--- config.mk ---
export PLATFORM = sky130hd
export DESIGN_NAME = alu_mc
export DESIGN_NICKNAME = d
export VERILOG_FILES = /design/src/rtl/alu_mc_pkg.sv /design/src/rtl/alu_mul_iter.sv /design/src/rtl/alu_mc.sv
export SDC_FILE = /design/constraint.sdc
export NUM_CORES = 1
export LEC_CHECK = 0
export CORE_ASPECT_RATIO = 1.1
export CORE_MARGIN = 5
export CORE_UTILIZATION = 57
export CTS_CLUSTER_DIAMETER = 120
export DETAILED_ROUTE_END_ITERATION = 6
export GPL_ROUTABILITY_DRIVEN = 1
export HOLD_SLACK_MARGIN = 0.02
export PLACE_DENSITY_LB_ADDON = 0.2
export SLEW_MARGIN = 20
export SYNTH_ARGS = -nofsm -noshare
export SYNTH_HDL_FRONTEND = slang
export SYNTH_HIERARCHICAL = 1
export SYNTH_SLANG_ARGS = --single-unit
--- constraint.sdc ---
create_clock -name clk -period 3.3 [get_ports clk]
set_input_delay 0.495 -clock clk [delete_from_list [all_inputs] [get_ports clk]]
set_output_delay 0.495 -clock clk [all_outputs]
set_load 0.02 [all_outputs]
--- src/rtl/alu_mc_pkg.sv ---
// rtl/alu_mc_pkg.sv - shared opcode, state and flag definitions for alu_mc
// MUL is always enumerated; whether it executes depends on ALU_MC_MUL_EN in alu_mc.
package alu_mc_pkg;

  typedef enum logic [3:0] {
    NOP    = 4'd0,
    CLB    = 4'd1,
    ADD    = 4'd2,
    SUB    = 4'd3,
    ORR    = 4'd4,
    AND    = 4'd5,
    XOR    = 4'd6,
    LSH    = 4'd7,
    RXOR_7 = 4'd8,
    RXOR_8 = 4'd9,
    MUL    = 4'd10
  } op_mne;

  typedef enum logic [1:0] {
    IDLE = 2'd0,
    BUSY = 2'd1,
    DONE = 2'd2
  } alu_mc_state_t;

  typedef struct packed {
    logic zero;
    logic carry;
    logic neg;
    logic err;
  } alu_flags_t;

  localparam alu_flags_t FLAGS_RST = '{zero: 1'b1, carry: 1'b0, neg: 1'b0, err: 1'b0};

endpackage

--- src/rtl/alu_mul_iter.sv ---
// rtl/alu_mul_iter.sv - iterative shift-add multiplier, one multiplier bit per cycle
// Only instantiated when ALU_MC_MUL_EN is defined; done/product are valid in the final step cycle.
module alu_mul_iter #(
  parameter int W = 8
) (
  input  logic           clk,
  input  logic           reset,
  input  logic           start,
  input  logic [W-1:0]   a,
  input  logic [W-1:0]   b,
  output logic           done,
  output logic [2*W-1:0] product
);

  localparam int CW = $clog2(W);
  localparam logic [CW-1:0] CNT_LAST = CW'(W - 1);

  logic           busy;
  logic [CW-1:0]  cnt;
  logic [W-1:0]   a_q;
  logic [2*W-1:0] p_q;
  logic [W:0]     psum;
  logic [2*W-1:0] p_next;

  // Upper half accumulates the multiplicand; the multiplier drains out of the lower half.
  always_comb begin
    psum   = {1'b0, p_q[2*W-1:W]} + (p_q[0] ? {1'b0, a_q} : '0);
    p_next = {psum, p_q[W-1:1]};
  end

  assign done    = busy && (cnt == CNT_LAST);
  assign product = p_next;

  always_ff @(posedge clk or posedge reset) begin
    if (reset) begin
      busy <= 1'b0;
      cnt  <= '0;
      a_q  <= '0;
      p_q  <= '0;
    end else if (start) begin
      busy <= 1'b1;
      cnt  <= '0;
      a_q  <= a;
      p_q  <= {{W{1'b0}}, b};
    end else if (busy) begin
      p_q <= p_next;
      cnt <= cnt + 1'b1;
      if (cnt == CNT_LAST) busy <= 1'b0;
    end
  end

endmodule

--- src/rtl/alu_mc.sv ---
// rtl/alu_mc.sv - registered valid/ready ALU with flags and optional iterative MUL
// Define ALU_MC_MUL_EN to build the multiplier; otherwise MUL reports Err like any illegal opcode.
module alu_mc
  import alu_mc_pkg::*;
#(
  parameter int W = 8
) (
  input  logic         clk,
  input  logic         reset,
  input  logic         in_valid,
  output logic         in_ready,
  input  logic [W-1:0] A,
  input  logic [W-1:0] B,
  input  op_mne        ALU_OP,
  output logic         out_valid,
  input  logic         out_ready,
  output logic [W-1:0] Out,
  output logic [W-1:0] OutHi,
  output logic         Zero,
  output logic         Carry,
  output logic         Neg,
  output logic         Err
);

  localparam int SHW = $clog2(W);
  localparam logic [W-1:0] W_LIM = W'(W);

  alu_mc_state_t  state_q, state_d;
  logic           accept;
  logic           is_mul;
  logic           mul_done;
  logic [W-1:0]   res;
  logic           carry_c;
  logic           err_c;
  logic [W:0]     sum;
  logic [2*W-1:0] shl;
  alu_flags_t     flags_d, flags_q;
  logic [W-1:0]   out_q;

  assign in_ready  = (state_q == IDLE) || ((state_q == DONE) && out_ready);
  assign accept    = in_valid && in_ready;
  assign out_valid = (state_q == DONE);

  always_comb begin
    res     = '0;
    carry_c = 1'b0;
    err_c   = 1'b0;
    sum     = '0;
    shl     = '0;
    case (ALU_OP)
      NOP: res = A;
      CLB: begin
        res        = A;
        res[W-1]   = 1'b0;
      end
      ADD: begin
        sum     = {1'b0, A} + {1'b0, B};
        res     = sum[W-1:0];
        carry_c = sum[W];
      end
      SUB: begin
        // Bit W of the widened difference is the borrow (A < B).
        sum     = {1'b0, A} - {1'b0, B};
        res     = sum[W-1:0];
        carry_c = sum[W];
      end
      ORR: res = A | B;
      AND: res = A & B;
      XOR: res = A ^ B;
      LSH: begin
        if (A >= W_LIM) begin
          res     = '0;
          carry_c = |B;
        end else begin
          shl     = {{W{1'b0}}, B} << A[SHW-1:0];
          res     = shl[W-1:0];
          carry_c = |shl[2*W-1:W];
        end
      end
      RXOR_7: res[0] = ^A[W-2:0];
      RXOR_8: res[0] = ^A;
`ifdef ALU_MC_MUL_EN
      MUL: res = '0;
`endif
      default: err_c = 1'b1;
    endcase
    flags_d = '{zero: (res == '0), carry: carry_c, neg: res[W-1], err: err_c};
  end

`ifdef ALU_MC_MUL_EN
  logic [2*W-1:0] mul_prod;
  logic [W-1:0]   hi_q;

  assign is_mul = (ALU_OP == MUL);

  alu_mul_iter #(.W(W)) u_mul (
    .clk     (clk),
    .reset   (reset),
    .start   (accept && is_mul),
    .a       (A),
    .b       (B),
    .done    (mul_done),
    .product (mul_prod)
  );
`else
  assign is_mul   = 1'b0;
  assign mul_done = 1'b0;
`endif

  always_ff @(posedge clk or posedge reset) begin
    if (reset) state_q <= IDLE;
    else       state_q <= state_d;
  end

  always_comb begin
    state_d = state_q;
    case (state_q)
      IDLE: if (accept) state_d = is_mul ? BUSY : DONE;
      BUSY: if (mul_done) state_d = DONE;
      DONE: if (out_ready) state_d = accept ? (is_mul ? BUSY : DONE) : IDLE;
      default: state_d = IDLE;
    endcase
  end

  // Result and flags load together so they always describe the presented result.
  always_ff @(posedge clk or posedge reset) begin
    if (reset) begin
      out_q   <= '0;
      flags_q <= FLAGS_RST;
    end else if (accept && !is_mul) begin
      out_q   <= res;
      flags_q <= flags_d;
`ifdef ALU_MC_MUL_EN
    end else if ((state_q == BUSY) && mul_done) begin
      out_q   <= mul_prod[W-1:0];
      flags_q <= '{zero: (mul_prod[W-1:0] == '0), carry: 1'b0,
                   neg: mul_prod[W-1], err: 1'b0};
`endif
    end
  end

`ifdef ALU_MC_MUL_EN
  always_ff @(posedge clk or posedge reset) begin
    if (reset)                              hi_q <= '0;
    else if (accept && !is_mul)             hi_q <= '0;
    else if ((state_q == BUSY) && mul_done) hi_q <= mul_prod[2*W-1:W];
  end
  assign OutHi = hi_q;
`else
  assign OutHi = '0;
`endif

  assign Out   = out_q;
  assign Zero  = flags_q.zero;
  assign Carry = flags_q.carry;
  assign Neg   = flags_q.neg;
  assign Err   = flags_q.err;

endmodule
---- Yosys cells after proc, flatten, opt, wreduce, memory -nomap -nowiden ----
Index checks and enable logic that the tools add are counted.
word-level totals
  register bits ........................... 14
  latch bits .............................. 0
  bits in writable memories ............... 0
  bits in read-only memories .............. 0
  input port bits ......................... 24
  output and inout port bits .............. 22
  word-level logic and storage cells ...... 50
  memories ................................ 0
operators by class
  add/subtract/negate cells ............... 2
  multipliers ............................. 0
  div/mod/pow operators ................... 0
  magnitude comparators ................... 1
  equality and inequality tests ........... 13
  shifts and indexed selects .............. 1
  muxes and demuxes ....................... 10
  bitwise operators ....................... 4
  reduce and logical (&&, ||, !) cells .... 13
operators by type and width
  cell                number
  $pmux 7 s8          1
  $eq 4x3->1 const B  4
  $reduce_or 8->1     2
  $shl 8x3->16        1
  $reduce_or 10->1    1
  $add 8x8->9         1
  $pmux 1 s9          1
  $sub 8x8->9         1
  $and 8x8->8         1
  $eq 4x2->1 const B  2
  $eq 4x4->1 const B  2
  $ge 8x4->1 const B  1
  $logic_not 8->1     1
  $mux 8              1
  $or 8x8->8          1
  $reduce_xor 8->1    1
  $xor 8x8->8         1
  $reduce_xor 7->1    1
  $mux 2              3
  $pmux 2 s3          1
  $eq 4x1->1 const B  1
  $logic_not 4->1     1
  $pmux 1 s3          1
  $reduce_and 3->1    1
  10 further kinds    12

---- Depth between registers and ports, before layout ----
  depth after elaboration ................. 7
  mapped depth ............................ 11
  depth with buffers taken out ............ 11

---- Worst setup path after synthesis ----
Ideal clock, no wire load.
  path type ............................... input to register
  from .................................... input port A[1]
  to ...................................... register out_q[6], in the netlist Out[6]
  library setup time ...................... 0.128 ns
  data arrival time ....................... 2.575 ns
  required time ........................... 3.172 ns
  slack ................................... 0.598 ns
  stages .................................. 10
  path buffers ............................ 1
  cell sequence ........................... buf_2 inv_1 fa_1 and2b_1 o211ai_1 a311o_1 a31oi_1 xnor2_1 o221ai_2 mux2_1
between the ends
  cells in the longest elaborated chain, start to end .. 3
  elaborated cells between the ends (all ways) .. 6
  classes of those cells .................. add/sub: 2; order compare: 1; shift: 1; mux: 2
RTL lines
  item                                               line                        RTL
  start: declaration                                 alu_mc.sv:12                input logic [W-1:0] A,
  $ge 8x4->1 / $shl 8x3->16 (equally long branches)  alu_mc.sv:71, alu_mc.sv:75
  $mux 8                                             alu_mc.sv:71                if (A >= W_LIM) begin
  $pmux 7 s8 *                                       alu_mc.sv:50                case (ALU_OP)
  end signal: assignment                             alu_mc.sv:131               out_q <= res;
  end: declaration                                   alu_mc.sv:38                logic [W-1:0] out_q;
Mark *: on every way between the ends. The rest lies on a longest branch, timed or not.
A chain may end at the register's enable or synchronous reset.

---- Worst setup path in the final report ----
  from .................................... input port B[0]
  to ...................................... register out_q[6], in the netlist Out[6]
between the ends
  cells in the longest elaborated chain, start to end .. 3
  elaborated cells between the ends (all ways) .. 5
  classes of those cells .................. add/sub: 2; shift: 1; mux: 2
RTL lines
  item                                                                 line          RTL
  start: declaration                                                   alu_mc.sv:13  input logic [W-1:0] B,
  parallel branches: the longest is 2 deep, another holds $sub 8x8->9  n/a
  $pmux 7 s8 *                                                         alu_mc.sv:50
Every way passes the cells marked *.

==> metrics <==
status finished, final reports clean; P_leak 1.294 nW; worst slack at placement 74.87 ps; Max Cap Viol 0; WP data required 3420 ps; Seq cells post-synth 12; Worst EP arrival 3110 ps; Hold Path Sink Out[3]; Worst-Skew Late Latency 240 ps; commonest non-fill, non-tap cell in the layout clkdlybuf4s50_1; # Post-CTS Setup Buffers 0; final WL 6054 um; Hold WC Path Type reg -> reg; Layout Skew 2.270 ps; CP cell instances clkdlybuf4s50_1, ha_1, inv_1, fa_1, and2b_1, o211ai_1, a311o_1, a31oi_1, xnor2_1, o221ai_2, mux2_1; Reg-to-Reg Start state_q[1]; synthesized area per cell 7.593 sq um; largest net degree at the start of global routing 37; CTS tree built; pwr/cell area 262.1 nW/um^2; Final Cycle Share 90.53%; DR WL/cell 15.02 um; Nets 409; Initial Utilization 59.00%; Die Width 71.07 um; Gates resized, CTS repair 0; post-route ant nets 0; CP max stage cell clkdlybuf4s50_1; Distinct cells, synth 61; Post-synth EDFFs 0; antenna violations before repair 0; clock-pin slew of the registers on the worst-case setup and hold paths 50 ps; most frequent cells in the layout 37 x clkdlybuf4s50_1, 31 x ha_1, 30 x inv_1, 26 x nor2_1; post-route setup slack 312.4 ps; Synth Cell Area 2338 sq um; Placed Instances 399; CP Launch Type input port; Root Driver clkbuf_8; Remaining Overflow, GRT 0; final setup fails 0; Die ar. 5485 sq um; CTS buffer count 3; yosys warns 6; HPWL after detailed placement 5127 um; Area Growth Syn to Fin 20.60%; Synth Instances 308; R2R Path End Zero; internal reg-to-reg setup slack 1400 ps; 1st-iter DRT viols 97; vias 2,332; Tot Pwr 739.1 uW; share of layout cells above drive strength 1 10.26%; Seq/Total Area, Yosys 12.89%; Setup CP Type in -> reg; H-tree levels 1; IO Count 46; clock buffer depth 2; RSZ-0062 raised after global routing false; setup_tns 0 ps; hold path depth 2; DR vias/cell 5.787; row count 24; I/O Buffers 37; Antenna Cells 0; CP peak stage delay 480 ps; Crit. End Element flip-flop; CTS Hold Bufs 0; crit-path max FO 3; total clock sinks 12; RePlAce Congestion 0.9627; Tmin final 2988 ps; wire length of the first global-routing pass 9929 um; Max VDD drop 0.00009974 V; Die H 77.18 um; core area 3964 sq um; drt drc 0; Final Hold Fails 0; first-pass detailed-route iteration total 4; Peak Freq 0.3347 GHz; vias in the first global route 2,150; min-delay src Out[3]; Slew Limit Fails 0; ys flop type dfrtp_1; Layout Cells excl Fill 403; total track usage 21.98%; Worst R2R Path Depth 7; Synth async-reset ratio 100.0%
area by class of cell:
type / count / area (sq um)
multi-input cells: 248 / 1775
well taps: 52 / 65.06
fillers: 363 / 1144
inverters: 30 / 112.6
flip-flops and latches: 12 / 301.5
repair buffers: 57 / 520.5
clock buffers: 4 / 45.04
power breakdown:
group / internal [mW] / switching [mW] / leakage, nW / total [mW]
registers: 0.171 / 0.0110 / 0.148 / 0.182
logic: 0.192 / 0.232 / 1.12 / 0.424
clock network: 0.0847 / 0.0492 / 0.0228 / 0.134
Yosys cell counts, types with 3 or more instances:
library cell	instances	area (sq um)
a211o_1	3	26.28
a211oi_1	3	22.52
a21boi_0	3	22.52
a21oi_1	21	105.1
a31oi_1	8	50.05
buf_2	8	40.04
buf_4	11	82.58
buf_6	4	45.04
dfrtp_1	11	275.3
ha_1	31	387.9
inv_1	30	112.6
mux2i_1	9	90.09
nand2_1	21	78.83
nand2b_1	9	56.30
nand3_1	6	30.03
nand4_1	3	18.77
nor2_1	26	97.59
nor2b_1	3	18.77
nor3_1	8	40.04
o211ai_1	8	60.06
o21a_1	6	45.04
o21ai_0	19	95.09
o21ai_1	4	20.02
o31ai_1	3	22.52
xnor2_1	4	35.03
worst max-delay path by stage:
stage                     from  slack (ps)      to
after floorplan           A[1]         600  Out[6]
after global placement    A[0]         110  Out[6]
after detailed placement  B[0]          70  Out[6]
after CTS                 B[0]         320  Out[6]
after global routing      A[0]         170    Zero
final                     B[0]         310  Out[6]
worst max-delay path: cells and delay by family:
| family | cells | cell delay, ps |
|---|---|---|
| AOI/OAI and AO/OA | 4 | 760 |
| buffers and inverters | 2 | 540 |
| muxes | 1 | 310 |
| xor gates and xnor gates | 1 | 160 |
| and+or+nand+nor | 1 | 240 |
| adders and majority gates | 2 | 590 |
routing by layer:
layer	part of all wire, %	vias to the layer above	track usage, %
met2	49	114	38.03
met3	8.2	15	2.353
li1	-	1157	-
met5	0	-	0
met1	41	1046	27.51
met4	2.5	0	8.647
flip-flops by register name, indices dropped and copies added, names as in the netlist:
signal and count:
Err 1, Out 7, state_q 1, Neg 1, Carry 1, Zero 1
per-stage QoR:
stage                     hold WS [ps]  cell area [sq um]  utilization [%]
final                            471.8               2820            71.15
after global routing             511.2               2820            71.15
after CTS                        476.6               2820            71.15
after detailed placement         464.8               2775            70.01
after global placement           458.2               2775            70.01
after floorplan                  359.0               2365                -
kinds of logic after synthesis:
| group | Yosys count | synth area share (%) |
|---|---|---|
| adders and majority gates | 33 | 18.30 |
| other | 1 | 0.1604 |
| muxes | 12 | 5.297 |
| AOI/OAI and AO/OA | 97 | 28.41 |
| DFF | 12 | 12.89 |
| xor gates and xnor gates | 7 | 3.210 |
| and+or+nand+nor | 91 | 19.42 |
| buffers and inverters | 55 | 12.31 |
Note: power is estimated with default switching activity, not from simulation.
